## config.mk

```make
export PLATFORM = sky130hd
export DESIGN_NAME = pc_fetch_unit
export DESIGN_NICKNAME = d
export VERILOG_FILES = /design/src/rtl/pc_fetch_unit.sv
export SDC_FILE = /design/constraint.sdc
export NUM_CORES = 1
export LEC_CHECK = 0
export ABC_AREA = 1
export BUFFER_PORTS_ARGS = -buffer_cell sky130_fd_sc_hd__buf_2
export CORE_ASPECT_RATIO = 1.25
export CORE_UTILIZATION = 48
export DETAILED_ROUTE_END_ITERATION = 10
export PLACE_DENSITY = 0.79
export SYNTH_ARGS = -nofsm -noshare
export SYNTH_HDL_FRONTEND = slang
export SYNTH_SLANG_ARGS = --single-unit
```

## constraint.sdc

```tcl
create_clock -name clk -period 2.8 [get_ports clk]
set_clock_uncertainty 0.05 [all_clocks]
set_input_delay 0.28 -clock clk [delete_from_list [all_inputs] [get_ports clk]]
set_output_delay 0.28 -clock clk [all_outputs]
set_load 0.01 [all_outputs]
```

## src/rtl/pc_fetch_unit.sv

```systemverilog
// Program counter and fetch control in front of the instruction ROM.
// Optional redirect counter output is enabled by defining REDIRECT_COUNT_EN.
module pc_fetch_unit #(
    parameter logic [31:0] RESET_PC  = 32'h0000_0000,
    parameter int          MEM_SIZE  = 256,
    parameter logic [31:0] HALT_WORD = 32'h0000_0073,
    parameter logic [31:0] NOP_WORD  = 32'h0000_0013
) (
    input  logic        clk,
    input  logic        rst_n,
    input  logic        stall,
    input  logic        branch_taken,
    input  logic [31:0] branch_target,
    input  logic        jump,
    input  logic [31:0] jump_target,
    output logic [31:0] pc_out,
    output logic [31:0] pc_plus4,
    input  logic [31:0] instr_in,
    output logic [31:0] instr_out,
    output logic        instr_valid,
    output logic        halted,
    output logic        misaligned,
    output logic [31:0] retired
`ifdef REDIRECT_COUNT_EN
    ,
    output logic [31:0] redirect_count
`endif
);

    typedef enum logic [1:0] {
        BOOT,
        RUN,
        HALT,
        TRAP
    } state_e;

    // Widened by one bit so MEM_SIZE*4 == 2^32 still compares correctly.
    localparam logic [32:0] PC_LIMIT = 33'(MEM_SIZE) * 33'd4;

    state_e      state_q, state_d;
    logic [31:0] pc_q, pc_d;
    logic [31:0] ret_q, ret_d;
    logic [31:0] next_pc;
    logic        fire;
    logic        is_halt;
    logic        redir;

    assign pc_out   = pc_q;
    assign pc_plus4 = pc_q + 32'd4;
    assign retired  = ret_q;

    assign fire        = (state_q == RUN) && !stall;
    assign is_halt     = (instr_in == HALT_WORD);
    assign redir       = jump | branch_taken;
    assign instr_valid = fire;
    assign instr_out   = fire ? instr_in : NOP_WORD;
    assign halted      = (state_q == HALT);
    assign misaligned  = (state_q == TRAP);

    always_comb begin
        next_pc = pc_plus4;
        if (jump) begin
            next_pc = jump_target;
        end else if (branch_taken) begin
            next_pc = branch_target;
        end
    end

    always_comb begin
        state_d = state_q;
        pc_d    = pc_q;
        ret_d   = ret_q;
        unique case (state_q)
            BOOT: begin
                state_d = RUN;
            end
            RUN: begin
                if (!stall) begin
                    ret_d = (&ret_q) ? ret_q : ret_q + 32'd1;
                    if (is_halt) begin
                        state_d = HALT;
                    end else if (next_pc[1:0] != 2'b00) begin
                        state_d = TRAP;
                    end else if ({1'b0, next_pc} >= PC_LIMIT) begin
                        state_d = HALT;
                    end else begin
                        pc_d = next_pc;
                    end
                end
            end
            HALT: begin
                state_d = HALT;
            end
            TRAP: begin
                state_d = TRAP;
            end
            default: begin
                state_d = BOOT;
            end
        endcase
    end

    always_ff @(posedge clk or negedge rst_n) begin
        if (!rst_n) begin
            state_q <= BOOT;
            pc_q    <= RESET_PC;
            ret_q   <= 32'd0;
        end else begin
            state_q <= state_d;
            pc_q    <= pc_d;
            ret_q   <= ret_d;
        end
    end

`ifdef REDIRECT_COUNT_EN
    logic [31:0] rc_q, rc_d;

    // A halt word wins over any redirect, so it never counts as one.
    always_comb begin
        rc_d = rc_q;
        if (fire && !is_halt && redir && !(&rc_q)) begin
            rc_d = rc_q + 32'd1;
        end
    end

    always_ff @(posedge clk or negedge rst_n) begin
        if (!rst_n) begin
            rc_q <= 32'd0;
        end else begin
            rc_q <= rc_d;
        end
    end

    assign redirect_count = rc_q;
`endif

endmodule

```

### Word-level counts from Yosys, hierarchy flattened

Cells that the tools add are included.
W data, S select, Z words.

* register bits after elaboration: 66
* input bits: 101
* output and inout port bits: 131
* word-level logic and storage cells: 33

* $add $sub $neg: 2
* $lt $le $gt $ge: 1
* eq/ne operators: 6
* multiplexer cells: 8
* bitwise gates (word level): 5
* reductions and logical operators: 8

Operators by type and width (count)
* $mux W32: 3
* $add A32 B1 Y32 const B: 1
* $add A32 B3 Y32 const B: 1
* $eq A32 B7 Y1 const B: 1
* $ge A32 B11 Y1 const B: 1
* $reduce_and A32 Y1: 1
* $mux W2: 4
* $pmux W2 S4: 1
* $not A1 Y1: 5
* $reduce_and A5 Y1: 1
* $eq A2 B2 Y1 const B: 2
* $ne A4 B2 Y1 const B: 1
* $reduce_and A3 Y1: 1
* $eq A2 B1 Y1 const B: 1
* $logic_not A2 Y1: 1
* $ne A2 B2 Y1 const B: 1
* $reduce_and A2 Y1: 1
* $reduce_bool A2 Y1: 1
* $logic_and A1 B1 Y1: 1
* $logic_not A1 Y1: 1

### Depth between registers and ports, before layout

Gate-level depths: netlist of the first run.

* depth in word-level cells: 9
* gate-level depth with buffers: 17
* depth with buffers taken out: 16

### Worst setup path before layout of the first run

No wires, ideal clock.

* kind: reg2reg
* start: reg pc_q[3], in the netlist pc_out[3]
* end: reg pc_q[25], in the netlist pc_out[25]
* setup time: 0.114 ns
* arrival time: 2.275 ns
* data required time: 2.636 ns
* setup slack: 0.361 ns
* stages on the path, launching flop included: 16
* path buffers: 1
* period minus slack after synthesis: 2.439 ns
* cells stage by stage: dfrtp_1 ha_1 nand2_1 nor2_2 nand2_2 o21ai_0 nand2_1 o21ai_0 nand4_1 nor2_1 nand3_1 nor2_4 nand3_4 buf_6 nand2_1 inv_1

* longest elaborated chain between the ends: 6

RTL lines
* from (decl): RTL line 41 `logic [31:0] pc_q, pc_d;`
* from (signal assigned): RTL line 110 `pc_q <= pc_d;`
* $add A32 B3 Y32: RTL line 49 `assign pc_plus4 = pc_q + 32'd4;`
* named net pc_plus4[14]: RTL line 17 `output logic [31:0] pc_plus4,`
* $mux W32: RTL line 64 `end else if (branch_taken) begin`
* $mux W32: RTL line 62 `if (jump) begin`
* $ge A32 B11 Y1: RTL line 84 `end else if ({1'b0, next_pc} >= PC_LIMIT) begin`
* $not A1 Y1 (no source line)
* $reduce_and A5 Y1 (no source line)

The timed path passes the listed nets, and every way through them passes these cells.
A chain may end at the register's enable or synchronous reset.

### Final worst setup path of the first run

* start: reg pc_q[15], in the netlist pc_out[15]
* end: reg pc_q[5], in the netlist pc_out[5]

* longest elaborated chain between the ends: 6

RTL lines (RTL line)
* $add A32 B3 Y32: 49
* $mux W32: 64
* $mux W32: 62
* $ge A32 B11 Y1: 84
* $not A1 Y1 (no source line)
* $reduce_and A5 Y1 (no source line)

Every way passes these cells.

==> summary.txt, run 1 <==
Outcome
  • Status: finished, final reports clean

Clocking
  • CTS clk-pin slew, worst paths: 0.05 ns
  • Worst-Skew Late Latency: 0.33 ns
  • Root Driver: clkbuf_16
  • H-tree depth: 3
  • Clock buffer depth: 2
  • CTS buffer count: 9
  • CTS sink count: 66
  • CTS tree: yes

Synthesis
  • Mean Syn Cell Area: just over 6 um2
  • Cells after synthesis: ~820
  • Yosys warns: 0
  • Post-Syn Area: between 5000 and 6000 um2
  • Post-synth ARST share: 100%
  • FF+latch count, synth: between 60 and 70
  • Syn Nets: 925
  • Post-synth EDFFs: 0
  • Synth unique cells: 35
  • Ys flop type: dfrtp_1
  • Register area share after synthesis: 32.3%

STA
  • Max Freq: approximately 0.37 GHz
  • Final Hold Viols: 0
  • Final worst-path cycle share: 97.4%
  • Final setup fails: 0
  • Final hold slack: 0.300 ns
  • Actual transition at the worst max-transition pin: just over 0.6 ns
  • Slew Limit Fails: 0
  • Total Neg Setup Slack: 0 ns
  • Max_slew headroom: approximately 58%
  • Fin crit period: 2.73 ns
  • Setup WS post-layout: roughly 0.073 ns

Setup path
  • CP Class: reg -> reg
  • Top cell by count, worst path: nand2_1
  • Setup crit end kind: flip-flop
  • Slowest CP cell: dfrtp_1
  • Worst Setup Start Kind: flip-flop
  • Worst EP arrival: 2.90 ns
  • Largest fanout on the critical path: 8
  • WP data required: 2.97 ns
  • Slowest Stage Delay on Critical Path: 0.48 ns
  • Worst path cell trace: nand2_1 -> nor2_1 -> nand2_1 -> nor2_1 -> nand2_1 -> nand2_1 -> nand2_1 -> o21ai_1 -> nand2_1 -> nor2_1 -> nand3_1 -> nor2_4 -> buf_4 -> nand3_4 -> nand2_1 -> nand2_1

Flow run
  • Max Cap Viol: 0

Detailed routing
  • Routed vias/inst: 5.13
  • Wire length per cell: 15.2 um
  • Met1 WL: about 6400 um
  • Number of DRC markers in iteration 0: just over 400
  • DR DRC count: 0
  • Met3 WL: 1470 um
  • Routed length on met2: between 9000 and 10000 um
  • DR pass1 iterations: 5
  • Total Wirelength: around 18000 um
  • Top layer in use: met4
  • DRT antenna net count: 0
  • Via Count: slightly above 6k

Floorplan
  • Die Y: 117 um
  • Die Area: 11100 um2
  • Site row count: slightly above 40
  • Core Footprint: 10200 um2
  • I/O pins: around 230
  • Die width: 94.4 um
  • Initial Util: 50.2%

Place
  • PortBufs: 231
  • Detail Placement HPWL: 14400 um
  • Placed cell areas: 6460 um2
  • Pre-CTS setup slack: 0.129 ns
  • Placed Cells: about 1.2k
  • Gpl congestion: 0.923

GRT
  • Gr ovfl total: 0
  • Initial antenna violation count: 1
  • First-pass GRT wire length: 27700 um
  • All-layer global routing usage: 32.6%
  • Vias in the first global route: 5771
  • Largest net degree at the start of global routing: 50

Pwr
  • Pwr Total: 2.40 mW
  • Pleak: 4.07 nW
  • Max VDD drop: 445 uV
  • PD cells: 348 nW/um2

Final layout
  • Final Cell Area: 6900 um2
  • Post-layout nets: 1173
  • Post-Layout Cell Count: around 1.2k
  • Most common cell after layout, fill and taps aside: nand2_1
  • Final core occ: 67.6%
  • Most frequent cells in the layout: nand2_1 (249), buf_2 (231), nor2_1 (151)
  • Layout area overhead: 34.7%
  • Share of cells above drive strength 1: 28.7%

Worst hold path
  • Hold Crit Class: in -> reg
[power breakdown]
part | switching [mW] | internal, mW | total, mW | leakage (nW)
Sequential | 0 | 0.955 | 0.955 | 0.855
Combinational | 0.138 | 0.105 | 0.243 | 3.06
Clock | 0.404 | 0.800 | 1.20 | 0.156
[sequential cells by signal (all words and copies together) (netlist names)]
register / flops
state_q: 2
retired: 32
pc_out: 32
[synth_stat cells, types with 6 or more instances]
| cell | instances | area, um2 |
|---|---|---|
| xnor2_1 | 13 | 114 |
| o21ai_1 | 6 | 30.0 |
| xor2_1 | 23 | 201 |
| o21ai_0 | 9 | 45.0 |
| nor2_1 | 152 | 571 |
| nand3b_1 | 9 | 67.6 |
| nand4_1 | 27 | 169 |
| or2_2 | 6 | 37.5 |
| inv_2 | 6 | 22.5 |
| a21oi_1 | 15 | 75.1 |
| clkbuf_1 | 11 | 41.3 |
| inv_1 | 110 | 413 |
| nand3_1 | 47 | 235 |
| nand2_1 | 249 | 935 |
| nand2_2 | 12 | 75.1 |
| nor3_1 | 19 | 95.1 |
| dfrtp_1 | 66 | 1650 |
[cell families after synthesis]
group | share of synthesized area [%]
compound gates | 4.42
simple gates | 45.7
buf+inv | 11.0
flops | 32.3
fa+ha+maj | 0.489
xor+xnor | 6.16
[final timing paths]
path                                           end  slack (ns)  cells after the start               startpoint
setup / recovery             pc_out[5]$_DFFE_PN0P_        0.07                     16   pc_out[15]$_DFFE_PN0P_
hold / removal               pc_out[8]$_DFFE_PN0P_        0.30                      5           jump_target[8]
setup reg to reg             pc_out[5]$_DFFE_PN0P_        0.07                     16   pc_out[15]$_DFFE_PN0P_
hold reg to reg            retired[16]$_DFFE_PN0P_        0.44                      1  retired[16]$_DFFE_PN0P_
max in group asynchronous   state_q[0]$_DFFE_PN0P_        1.64                      3                    rst_n
min in group asynchronous   pc_out[19]$_DFFE_PN0P_        0.33                      2                    rst_n
[worst max-delay path: cells and delay by family, from the launching register on]
family,cells,cell delay (ns)
simple gates,14,1.72
flops,1,0.48
buf+inv,1,0.16
compound gates,1,0.18
[per-layer routing]
metal | vias up | track usage, %
li1 | 3052 | -
met2 | 275 | 57.6
met3 | 63 | 8.53
met1 | 2793 | 32.6
met5 | - | 0
met4 | 0 | 22.1
[repair_timing]
| action | 4_1_cts | 5_1_grt |
|---|---|---|
| setup endpoints to repair | 0 | 32 |
| buffers inserted | 0 | 6 |
| hold endpoints to repair | 14 | 0 |
| gates resized for setup | 0 | 6 |
| hold buffers | 1 | 0 |
[layout make-up]
class	instances	area (um2)
diodes	1	2.50
clock buffers	11	243
clock inverters	5	77.6
fillers	993	3310
inverters	116	435
multi-input cells	620	2950
flip-flops and latches	66	1650
well taps	129	161
repair buffers	257	1380
(Power assumes the default switching activity.)
==> inputs of run 2 (changes only) <==
- CELL_PAD_IN_SITES_DETAIL_PLACEMENT: not set -> 1
- CELL_PAD_IN_SITES_GLOBAL_PLACEMENT: not set -> 1
- CORE_UTILIZATION: 48 -> 32
- PLACE_DENSITY: 0.79 -> 0.8
==> summary.txt, run 2 (same netlist as run 1, synthesis figures left out) <==
Outcome
  • Status: finished, final reports clean

STA
  • Max_slew headroom: about three fifths
  • Final Hold Viols: 0
  • Slew Limit Fails: 0
  • Final worst-path cycle share: about nine tenths
  • Setup WS post-layout: 0.230 ns
  • Final setup fails: 0
  • Total Neg Setup Slack: 0 ns
  • RSZ-0062 raised after global routing: no
  • Actual transition at the worst max-transition pin: 0.586 ns
  • Fin crit period: 2.57 ns
  • Max Freq: between 0.3 and 0.4 GHz

Detailed routing
  • Via Count: 6108
  • Routed vias/inst: around 4.7
  • DRT antenna net count: 0
  • Wire length per cell: 15.5 um
  • DR pass1 iterations: 4
  • DR DRC count: 0
  • Total Wirelength: 20000 um
  • Number of DRC markers in iteration 0: 210

Setup path
  • Setup crit end kind: flip-flop
  • WP data required: 2.98 ns
  • Worst EP arrival: 2.75 ns
  • Worst Setup Start Kind: flip-flop
  • Worst path cell trace: nand2_1 -> nor2_1 -> nand2_4 -> o21ai_0 -> nand3_1 -> nand2_1 -> nand4_1 -> nor2_1 -> nand3_1 -> nor2_4 -> nand3_4 -> buf_12 -> nand2_1 -> inv_1
  • Largest fanout on the critical path: 25
  • Top cell by count, worst path: nand2_1
  • CP Class: reg -> reg
  • Slowest Stage Delay on Critical Path: 0.46 ns
  • Slowest CP cell: dfrtp_1

Final layout
  • Area of the multi-input gates: between 2000 and 3000 um2
  • Most frequent cells in the layout: nand2_1 (248), buf_2 (231), nor2_1 (146)
  • Layout area overhead: 36.5%
  • Most common cell after layout, fill and taps aside: nand2_1
  • Post-layout nets: 1174
  • Share of cells above drive strength 1: 29.7%
  • Reg area: 1650 um2
  • Final core occ: between 40% and 50%
  • Post-Layout Cell Count: approximately 1.3k
  • Fill cells: 2172

Flow run
  • Max Cap Viol: 0

Clocking
  • H-tree depth: 3
  • CTS sink count: 66
  • Worst-Skew Late Latency: 0.33 ns
  • CTS buffer count: 9
  • CTS tree: yes
  • Clock buffer depth: 2
  • CTS clk-pin slew, worst paths: 0.06 ns
  • Root Driver: clkbuf_16

Floorplan
  • Die width: 115 um
  • Site row count: 51
  • Die Y: 143 um
  • Die Area: about 17000 um2
  • Initial Util: 32.7%
  • I/O pins: 232
  • Core Footprint: around 16000 um2

Place
  • PortBufs: 231
  • Detail Placement HPWL: about 17000 um
  • Placed Cells: 1268
  • Pre-CTS setup slack: between 0.1 and 0.15 ns
  • Gpl congestion: 0.934

GRT
  • First-pass GRT wire length: 30500 um
  • Gr ovfl total: 0
  • All-layer global routing usage: roughly a quarter
  • Vias in the first global route: 5916
  • Largest net degree at the start of global routing: 50
  • Initial antenna violation count: 2

Pwr
  • PD cells: between 300 and 400 nW/um2
  • Max VDD drop: about 430 uV
  • Pleak: 4.08 nW
  • Pwr Total: 2.32 mW

Worst hold path
  • Hold Crit Class: in -> reg
## run 2: cell count changes in the layout (fill, tap and decap cells not counted), moves of 2 or more
cell	previous run	this run
nor2_2	5	8
buf_4	23	27
dfrtp_1	66	64
clkinv_4	0	2
nand3_4	3	1
nor2_1	151	146
nor2_4	5	7
dfrtp_2	0	2
## run 2: through the flow
stage / cell area [um2] / hold slack [ns]
2_1_floorplan: 5120 / -0.0656
3_3_place_gp: 6610 / 0.138
3_5_place_dp: 6610 / 0.139
4_1_cts: 6920 / 0.282
5_1_grt: 6980 / 0.310
6_report: 6990 / 0.285
## run 2: routing by layer
metal / vias to the layer above / GRT usage (%) / wire length [um]
met4: 0 / 8.07 / 476
met3: 27 / 4.47 / 1050
met5: - / 0 / 0
li1: 3044 / - / -
met2: 160 / 45.1 / 10400
met1: 2877 / 27.0 / 8120
## run 2: worst paths after layout
| kind | from | to | slack [ns] | cells past startpoint |
|---|---|---|---|---|
| max | pc_out[8]$_DFFE_PN0P_ | pc_out[18]$_DFFE_PN0P_ | 0.23 | 14 |
| min | branch_target[3] | pc_out[3]$_DFFE_PN0P_ | 0.28 | 5 |
| max reg2reg | pc_out[8]$_DFFE_PN0P_ | pc_out[18]$_DFFE_PN0P_ | 0.23 | 14 |
| min reg2reg | retired[16]$_DFFE_PN0P_ | retired[16]$_DFFE_PN0P_ | 0.45 | 1 |
| max in group asynchronous | rst_n | pc_out[5]$_DFFE_PN0P_ | 1.59 | 3 |
| min in group asynchronous | rst_n | retired[10]$_DFFE_PN0P_ | 0.31 | 2 |
## run 2: timing repair
| item | in CTS | in global routing |
|---|---|---|
| endpoints found under the hold margin | 11 | 0 |
| setup buffers | 0 | 3 |
| hold buffers | 1 | 0 |
| endpoints found under the setup margin | 0 | 27 |
| gates resized for setup | 0 | 16 |
## run 2: layout make-up
| class | instances | share of cell area [%] |
|---|---|---|
| Multi-Input combinational cell | 618 | 42.1 |
| Sequential cell | 66 | 23.7 |
| Timing Repair Buffer | 260 | 19.9 |
| Inverter | 116 | 6.23 |
| Tap cell | 212 | 3.80 |
| Clock buffer | 9 | 3.22 |
| Clock inverter | 7 | 1.00 |
| Antenna cell | 2 | 0.0716 |
## run 2: worst max-delay path, delay by kind of cell (launching register included)
kind	cells	cell delay, ns
and+or+nand+nor	11	1.40
DFF	1	0.46
AOI/OAI and AO/OA	1	0.32
buffers and inverters	2	0.22
## run 2: power by group
part | internal [mW] | switching, mW | leakage (nW)
Sequential | 0.954 | 0 | 0.851
Combinational | 0.103 | 0.136 | 3.08
Clock | 0.687 | 0.439 | 0.145
